===== config.mk =====
export PLATFORM = sky130hd
export DESIGN_NAME = jtroadf_objbuf
export DESIGN_NICKNAME = d
export VERILOG_FILES = /design/src/rtl/jtroadf_objbuf.sv
export SDC_FILE = /design/constraint.sdc
export NUM_CORES = 2
export LEC_CHECK = 0
export ABC_AREA = 1
export CORE_MARGIN = 2
export CORE_UTILIZATION = 40
export DETAILED_ROUTE_END_ITERATION = 12
export PLACE_DENSITY_LB_ADDON = 0.25
export REMOVE_ABC_BUFFERS = 1
export SLEW_MARGIN = 10
export SYNTH_ARGS = -nofsm -noshare
export SYNTH_HDL_FRONTEND = slang
export SYNTH_SLANG_ARGS = --single-unit

===== constraint.sdc =====
create_clock -name clk -period 23.8 [get_ports clk]
set_input_delay 4.76 -clock clk [delete_from_list [all_inputs] [get_ports clk]]
set_output_delay 4.76 -clock clk [all_outputs]
set_load 0.005 [all_outputs]

===== src/rtl/jtroadf_objbuf.sv =====
// Road Fighter sprite line-buffer drawer: fetches one 16-pixel row, writes opaque pixels
// into a double-buffered line, and reads the other bank out. Option: JTROADF_OBJBUF_PROM_EN.
//
// state  | meaning
// IDLE   | waiting for draw on a cen2 cycle
// FETCH0 | rom_cs high until rom_ok, first half word
// DRAW0  | 8 pixels from the first word
// FETCH1 | rom_cs high until rom_ok, second half word
// DRAW1  | 8 pixels from the second word, then IDLE

module jtroadf_objbuf #(
  parameter logic [7:0] HOFFSET = 8'd6
) (
  input  logic        clk,
  input  logic        rst,
  input  logic        pxl_cen,
  input  logic        cen2,
  input  logic        LHBL,
  input  logic        hinit_x,
  input  logic [8:0]  hdump,
  input  logic        draw,
  output logic        busy,
  input  logic [8:0]  code,
  input  logic [7:0]  xpos,
  input  logic [3:0]  pal,
  input  logic        hflip,
  input  logic        vflip,
  input  logic [3:0]  ysub,
  input  logic [3:0]  prog_data,
  input  logic [7:0]  prog_addr,
  input  logic        prog_en,
  output logic        rom_cs,
  output logic [13:0] rom_addr,
  input  logic [31:0] rom_data,
  input  logic        rom_ok,
  output logic [3:0]  pxl
);

  typedef enum logic [2:0] {IDLE, FETCH0, DRAW0, FETCH1, DRAW1} state_t;

  state_t      state, next_state;
  logic        wr_bank;
  logic [7:0]  xpos_l;
  logic [3:0]  pal_l;
  logic        hflip_l;
  logic [31:0] data;
  logic [2:0]  cnt;
  logic        swap;
  logic        drawing;
  logic [3:0]  nib;
  logic [3:0]  colour;
  logic [7:0]  wr_col;
  logic        wr_en;
  logic [7:0]  rd_addr;
  logic [3:0]  rd_data;
  logic        clr_en;
  logic [3:0]  buf0 [256];
  logic [3:0]  buf1 [256];
  logic        unused_hdump;

  assign unused_hdump = hdump[8];
  assign swap    = hinit_x & cen2;
  assign drawing = (state == DRAW0) || (state == DRAW1);
  assign nib     = hflip_l ? data[31:28] : data[3:0];
  // cnt counts down, so ~cnt is the pixel index inside the half
  assign wr_col  = xpos_l + {4'd0, (state == DRAW1), ~cnt};
  assign wr_en   = cen2 & ~swap & drawing & (colour != 4'd0);
  assign rd_addr = hdump[7:0] + HOFFSET;
  assign clr_en  = pxl_cen & LHBL;
  assign rd_data = wr_bank ? buf0[rd_addr] : buf1[rd_addr];

`ifdef JTROADF_OBJBUF_PROM_EN
  logic [3:0] prom [256];

  always_ff @(posedge clk) begin
    if (prog_en) prom[prog_addr] <= prog_data;
  end

  assign colour = prom[{pal_l, nib}];
`else
  logic unused_prog;

  assign unused_prog = &{1'b0, prog_data, prog_addr, prog_en, pal_l};
  assign colour = nib;
`endif

  always_ff @(posedge clk or posedge rst) begin
    if (rst) state <= IDLE;
    else     state <= next_state;
  end

  // a line swap wins over everything, including a same-edge draw
  always_comb begin
    next_state = state;
    if (swap) begin
      next_state = IDLE;
    end else if (cen2) begin
      case (state)
        IDLE:    if (draw)        next_state = FETCH0;
        FETCH0:  if (rom_ok)      next_state = DRAW0;
        DRAW0:   if (cnt == 3'd0) next_state = FETCH1;
        FETCH1:  if (rom_ok)      next_state = DRAW1;
        DRAW1:   if (cnt == 3'd0) next_state = IDLE;
        default:                  next_state = IDLE;
      endcase
    end
  end

  always_ff @(posedge clk or posedge rst) begin
    if (rst) begin
      wr_bank  <= 1'b0;
      busy     <= 1'b0;
      rom_cs   <= 1'b0;
      rom_addr <= 14'd0;
      xpos_l   <= 8'd0;
      pal_l    <= 4'd0;
      hflip_l  <= 1'b0;
      data     <= 32'd0;
      cnt      <= 3'd0;
    end else if (swap) begin
      wr_bank <= ~wr_bank;
      busy    <= 1'b0;
      rom_cs  <= 1'b0;
    end else if (cen2) begin
      busy   <= next_state != IDLE;
      rom_cs <= (next_state == FETCH0) || (next_state == FETCH1);
      case (state)
        IDLE: begin
          if (draw) begin
            xpos_l   <= xpos;
            pal_l    <= pal;
            hflip_l  <= hflip;
            rom_addr <= {code, ysub ^ {4{vflip}}, hflip};
          end
        end
        FETCH0, FETCH1: begin
          if (rom_ok) begin
            data <= rom_data;
            cnt  <= 3'd7;
          end
        end
        DRAW0, DRAW1: begin
          data <= hflip_l ? {data[27:0], 4'd0} : {4'd0, data[31:4]};
          cnt  <= cnt - 3'd1;
          if (state == DRAW0 && cnt == 3'd0) rom_addr[0] <= ~rom_addr[0];
        end
        default: ;
      endcase
    end
  end

  // each bank is either the draw target or the read/clear target, never both
  always_ff @(posedge clk) begin
    if (!wr_bank) begin
      if (wr_en) buf0[wr_col] <= colour;
    end else if (clr_en) begin
      buf0[rd_addr] <= 4'd0;
    end
  end

  always_ff @(posedge clk) begin
    if (wr_bank) begin
      if (wr_en) buf1[wr_col] <= colour;
    end else if (clr_en) begin
      buf1[rd_addr] <= 4'd0;
    end
  end

  always_ff @(posedge clk or posedge rst) begin
    if (rst)          pxl <= 4'd0;
    else if (pxl_cen) pxl <= LHBL ? rd_data : 4'd0;
  end

endmodule


---- Yosys cells after proc, flatten, opt, wreduce, memory -nomap -nowiden ----
Memory sizes are Yosys's and may differ from the RTL's.
Cells that the tools add are included.
storage, ports and cells
  bits in registers ....................... 68
  RAM bits ................................ 2048
  input port bits ......................... 89
  output and inout port bits .............. 20
  word-level logic and storage cells ...... 91
  memories ................................ 2
cells by class
  $add $sub $neg .......................... 3
  equality and inequality tests ........... 9
  multiplexer cells ....................... 39
  bitwise operators ....................... 10
  reductions and logical operators ........ 17
memories
  name  words  width  rd ports  clocked after Yosys merged registers in  write ports  RTL line  text
  buf0  256    4      1         0                                        1            57        logic [3:0] buf0 [256];
  buf1  256    4      1         0                                        1            58        logic [3:0] buf1 [256];
operators with widths
  cell                                                              number
  32-bit 2-to-1 mux                                                 2
  32-bit one-hot mux with 2 select lines                            1
  3-bit 2-to-1 mux                                                  8
  4-bit 2-to-1 mux                                                  5
  1-bit 2-to-1 mux                                                  18
  8-bit 2-to-1 mux                                                  2
  3-bit one-hot mux with 5 select lines                             1
  3-bit by 2-bit == test with 1-bit output (second input constant)  3
  8-bit by 3-bit adder with 8-bit output (second input constant)    1
  8-bit by 4-bit adder with 8-bit output                            1
  4-bit AND reduction                                               2
  4-bit OR reduction                                                2
  3-bit by 1-bit == test with 1-bit output (second input constant)  2
  3-bit zero test                                                   2
  2-bit != test (second input constant)                             3
  3-bit one-hot mux with 2 select lines                             1
  2-bit nonzero test                                                3
  1-bit bitwise AND                                                 5
  5-bit AND reduction                                               1
  4-bit nonzero test                                                1
  2-bit OR reduction                                                2
  4-bit bitwise XOR                                                 1
  3-bit == test (second input constant)                             1
  1-bit inverter                                                    3
  other kinds (6)                                                   7

---- Depth between registers and ports, before layout ----
  depth after elaboration ................. 9
  mapped depth ............................ 18
  gate-level depth less buffers ........... 14

---- Least setup slack after synthesis ----
OpenSTA, ideal clock, no wires.
  kind .................................... input -> register
  start ................................... input port LHBL
  end ..................................... memory buf0[0][3], data pin
  setup time .............................. 1.405 ns
  arrival time ............................ 10.907 ns
  data required time ...................... 22.395 ns
  slack ................................... 11.488 ns
  cell stages on the path ................. 3
  path buffers ............................ 0
  cells stage by stage .................... inv_1 -> nor3_4 -> nor2_1
between the ends
  word-level cells in the longest chain between the ends .. 6
ends and longest elaborated chain
  element                                 RTL line  text
  start: declaration                      18        input logic LHBL,
  1-bit bitwise AND                       69        assign clr_en = pxl_cen & LHBL;
  1-bit 2-to-1 mux                        156       end else if (clr_en) begin
  1-bit 2-to-1 mux                        154       if (!wr_bank) begin
  1-bit 2-to-1 mux (not written as such)  157       buf0[rd_addr] <= 4'd0;
  4-bit OR reduction (no line)            n/a
  4-bit 2-to-1 mux (no line)              n/a
  end: declaration                        57
No other way between the ends.

---- Worst setup path in the final report ----
  start ................................... input port hdump[0]
  end ..................................... register pxl[0]
between the ends
  word-level cells in the longest chain between the ends .. 4
  elaborated cells between the ends (all ways) .. 5
  those cells by class .................... 1 x add/sub; 2 x mux; 2 x memory
ends and longest elaborated chain
  element                                     RTL line  text
  start: declaration                          20        input logic [8:0] hdump,
  8-bit by 3-bit adder with 8-bit output (*)  68        assign rd_addr = hdump[7:0] + HOFFSET;
  memory 256 x 4 bit (on tied branches)       n/a
  4-bit 2-to-1 mux (*)                        70        assign rd_data = wr_bank ? buf0[rd_addr] : buf1[rd_addr];
  4-bit 2-to-1 mux (*)                        171       else if (pxl_cen) pxl <= LHBL ? rd_data : 4'd0;
  end signal: assignment                      171
  end: declaration                            36        output logic [3:0] pxl
Mark *: on every way between the ends. The rest lies on a longest branch, timed or not.
A chain may end at the register's enable or synchronous reset.

==> reports/qor.csv <==
metric;value;unit
worstSkewPairLatency;0.84;ns
slew_viol_final;0;
rows;173;
period_needed;9.13;ns
start_kind;input pin;
tns;0;ns
cts-root-buf;clkbuf_16;
yosysMostFrequentCell;nand2_1;
status;completed;
clk_path_buf_depth;3;
drive_gt1_share;7.25;%
die-area;227000;um^2
hold_viol;0;
core;222000;um^2
antenna_found_initial;4;
drv_cap;0;
drc_errors;0;
syn_to_final_growth;10.9;%
ctsHtreeMaxLevel;4;
gp_congestion;0.791;
yosys.area.top_type;edfxtp_1;
antenna_left;0;
syn_inst;7876;
use_met2;34.6;%
async_reset_ff_share;3.21;%
relSlewSlack;9.25;%
final_cells;10800;
port_buffers;90;
synth_edf_count;2048;
pwr_density_cell;99.5;nW/um^2
synth_area_leaders;edfxtp_1 (69%), nand3_1 (11%), nand2_1 (9.7%);
grt-ovfl-total;0;
worst-setup-path-type;in2reg;
fin_crit_sh;38.3;%
use_met1;28.3;%
met3_usage;3.06;%
vias;59700;
dpl.hpwl;126000;um
fin_nets;7771;
synth_cell_types;41;
cp.required;24.58;ns
yosys_most_used_dff;edfxtp_1;
setup_viol;0;
ys_warn_count;0;
dr.pass1.iters;6;
cp_slowest_cell;buf_4;
grt_pass1_wl;364000;um
grt_use_total;20.9;%
clk_pin_slew_worst_paths;0.06;ns
first_global_vias;58800;
wirelength;243000;um
synth.avg_cell_area;11.3;um^2
wl_per_cell;22.4;um
start_util;40.2;%
cts_sinks;2116;
p_leak;33.6;nW
synth_top_area_share;68.9;%
yosys-top-cells-count;nand2_1 (2320), edfxtp_1 (2048), nand3_1 (2009), nor3_1 (412), clkbuf_1 (407);
grt_setup_unrepaired;false;
endpoint_kind;flip-flop;
worst-slew-pin-transition;1.36;ns
cts_tree;built;
cts_resized;0;
critPathMaxFanout;165;
critical_path.max_stage_delay;0.76;ns
ys_seq_area_share;70.8;%
top_level_ports;109;
vias_per_cell;5.51;
grt_max_degree;243;
holdBufCountCts;0;
gr-max-usage-layer;met2;
crit_chain;buf_8 > buf_12 > buf_4 > buf_4 > buf_4 > nand2_1 > nand3_1 > nand3_1 > nand3_1 > nand3_1 > nand2_1 > nand2_1 > nand3_1 > nand3_1 > nand2_1 > nor2_1 > nand2_1;
hold_path_class;reg2reg;
die_h;477;um
drtIter0Drc;6035;
placedCellCount;10400;
cp_common_cell;nand3_1;
die_w;477;um
post_cts.repair.setup_buffers;0;
cts_buffers;205;
ys_seq_elements;2116;
cp_data_arrival_time;9.90;ns
synth_area;89300;um^2
worst_ir_drop_vdd;189;uV
clock_skew;0.0291;ns
fmax;0.110;GHz
## where the power goes
| part | leakage (nW) | total, mW | switching (mW) | internal (mW) |
|---|---|---|---|---|
| sequential | 19.3 | 4.83 | 0.0322 | 4.80 |
| combinational | 11.1 | 1.85 | 1.57 | 0.277 |
| clock | 3.16 | 3.18 | 1.39 | 1.79 |
| total | 33.6 | 9.85 | 2.99 | 6.86 |
## cells by family after synthesis
group,synth area share (%)
buffers and inverters,3.08
adder cells (fa/ha/maj),0.106
AO/OA/AOI/OAI,0.819
XOR/XNOR,0.129
AND/OR/NAND/NOR,25.1
flip-flops,70.8
multiplexers,0.0126
## through the flow
stage	instance area (um^2)	total power, mW	hold slack [ns]	worst slack [ns]	utilization [%]
final	99000	9.85	0.469	14.67	44.6
after global routing	99000	10.2	0.511	14.32	44.6
after CTS	99000	9.92	0.473	14.80	44.6
after detailed placement	92600	6.77	0.458	13.90	41.7
after global placement	92600	6.76	0.455	13.95	41.7
after floorplan	86900	6.03	0.448	2.94	-
## per-layer routing
layer | wire [um] | part of all wire, % | vias up
li1 | - | - | 27800
met1 | 103000 | 42 | 29400
met2 | 116000 | 48 | 2145
met3 | 16600 | 6.8 | 413
met4 | 7480 | 3.1 | 0
met5 | 0 | 0 | -
## final timing paths
kind                             startpoint            to  slack (ns)  cells after the start
worst max-delay path               hdump[0]        pxl[0]       14.67                     17
worst min-delay path            rom_addr[6]   rom_addr[6]        0.47                      2
worst max register to register      wr_bank  buf1[127][1]       19.53                      8
worst min register to register  rom_addr[6]   rom_addr[6]        0.47                      2
max in group asynchronous               rst      data[25]       18.66                      3
min in group asynchronous               rst      data[27]        4.55                      3
## worst max-delay path, delay by kind of cell
kind | cells | cell delay (ns)
buf+inv | 5 | 3.17
simple gates | 12 | 1.76
## cells in the final DEF, fill, tap and decap left out, types with 20 or more instances in the layout
cell type / n
a31oi_1: 28
buf_4: 92
clkbuf_1: 49
clkbuf_16: 213
clkdlybuf4s50_1: 88
clkinv_1: 51
clkinv_2: 40
dfrtp_1: 68
edfxtp_1: 2048
inv_1: 63
nand2_1: 2310
nand2_2: 24
nand3_1: 2009
nor2_1: 44
nor3_1: 412
nor3_2: 104
o211ai_1: 20
o21ai_0: 41
## state kept, by name (all words and copies together) (netlist names)
name and count:
buf0 1024, buf1 1024, busy 1, cnt 3, data 32, hflip_l 1, pxl 4, rom_addr 14
rom_cs 1, state 3, wr_bank 1, xpos_l 8
## final cells by class
type,instances,area [um^2]
diodes,2,5.00
clock buffers,265,5560
clock inverters,111,881
fillers,20600,123000
inverters,83,340
multi-input cells,5076,23500
flip-flops and latches,2116,63200
well taps,2975,3720
repair buffers,193,1820
Note: power is estimated with default switching activity, not from simulation.
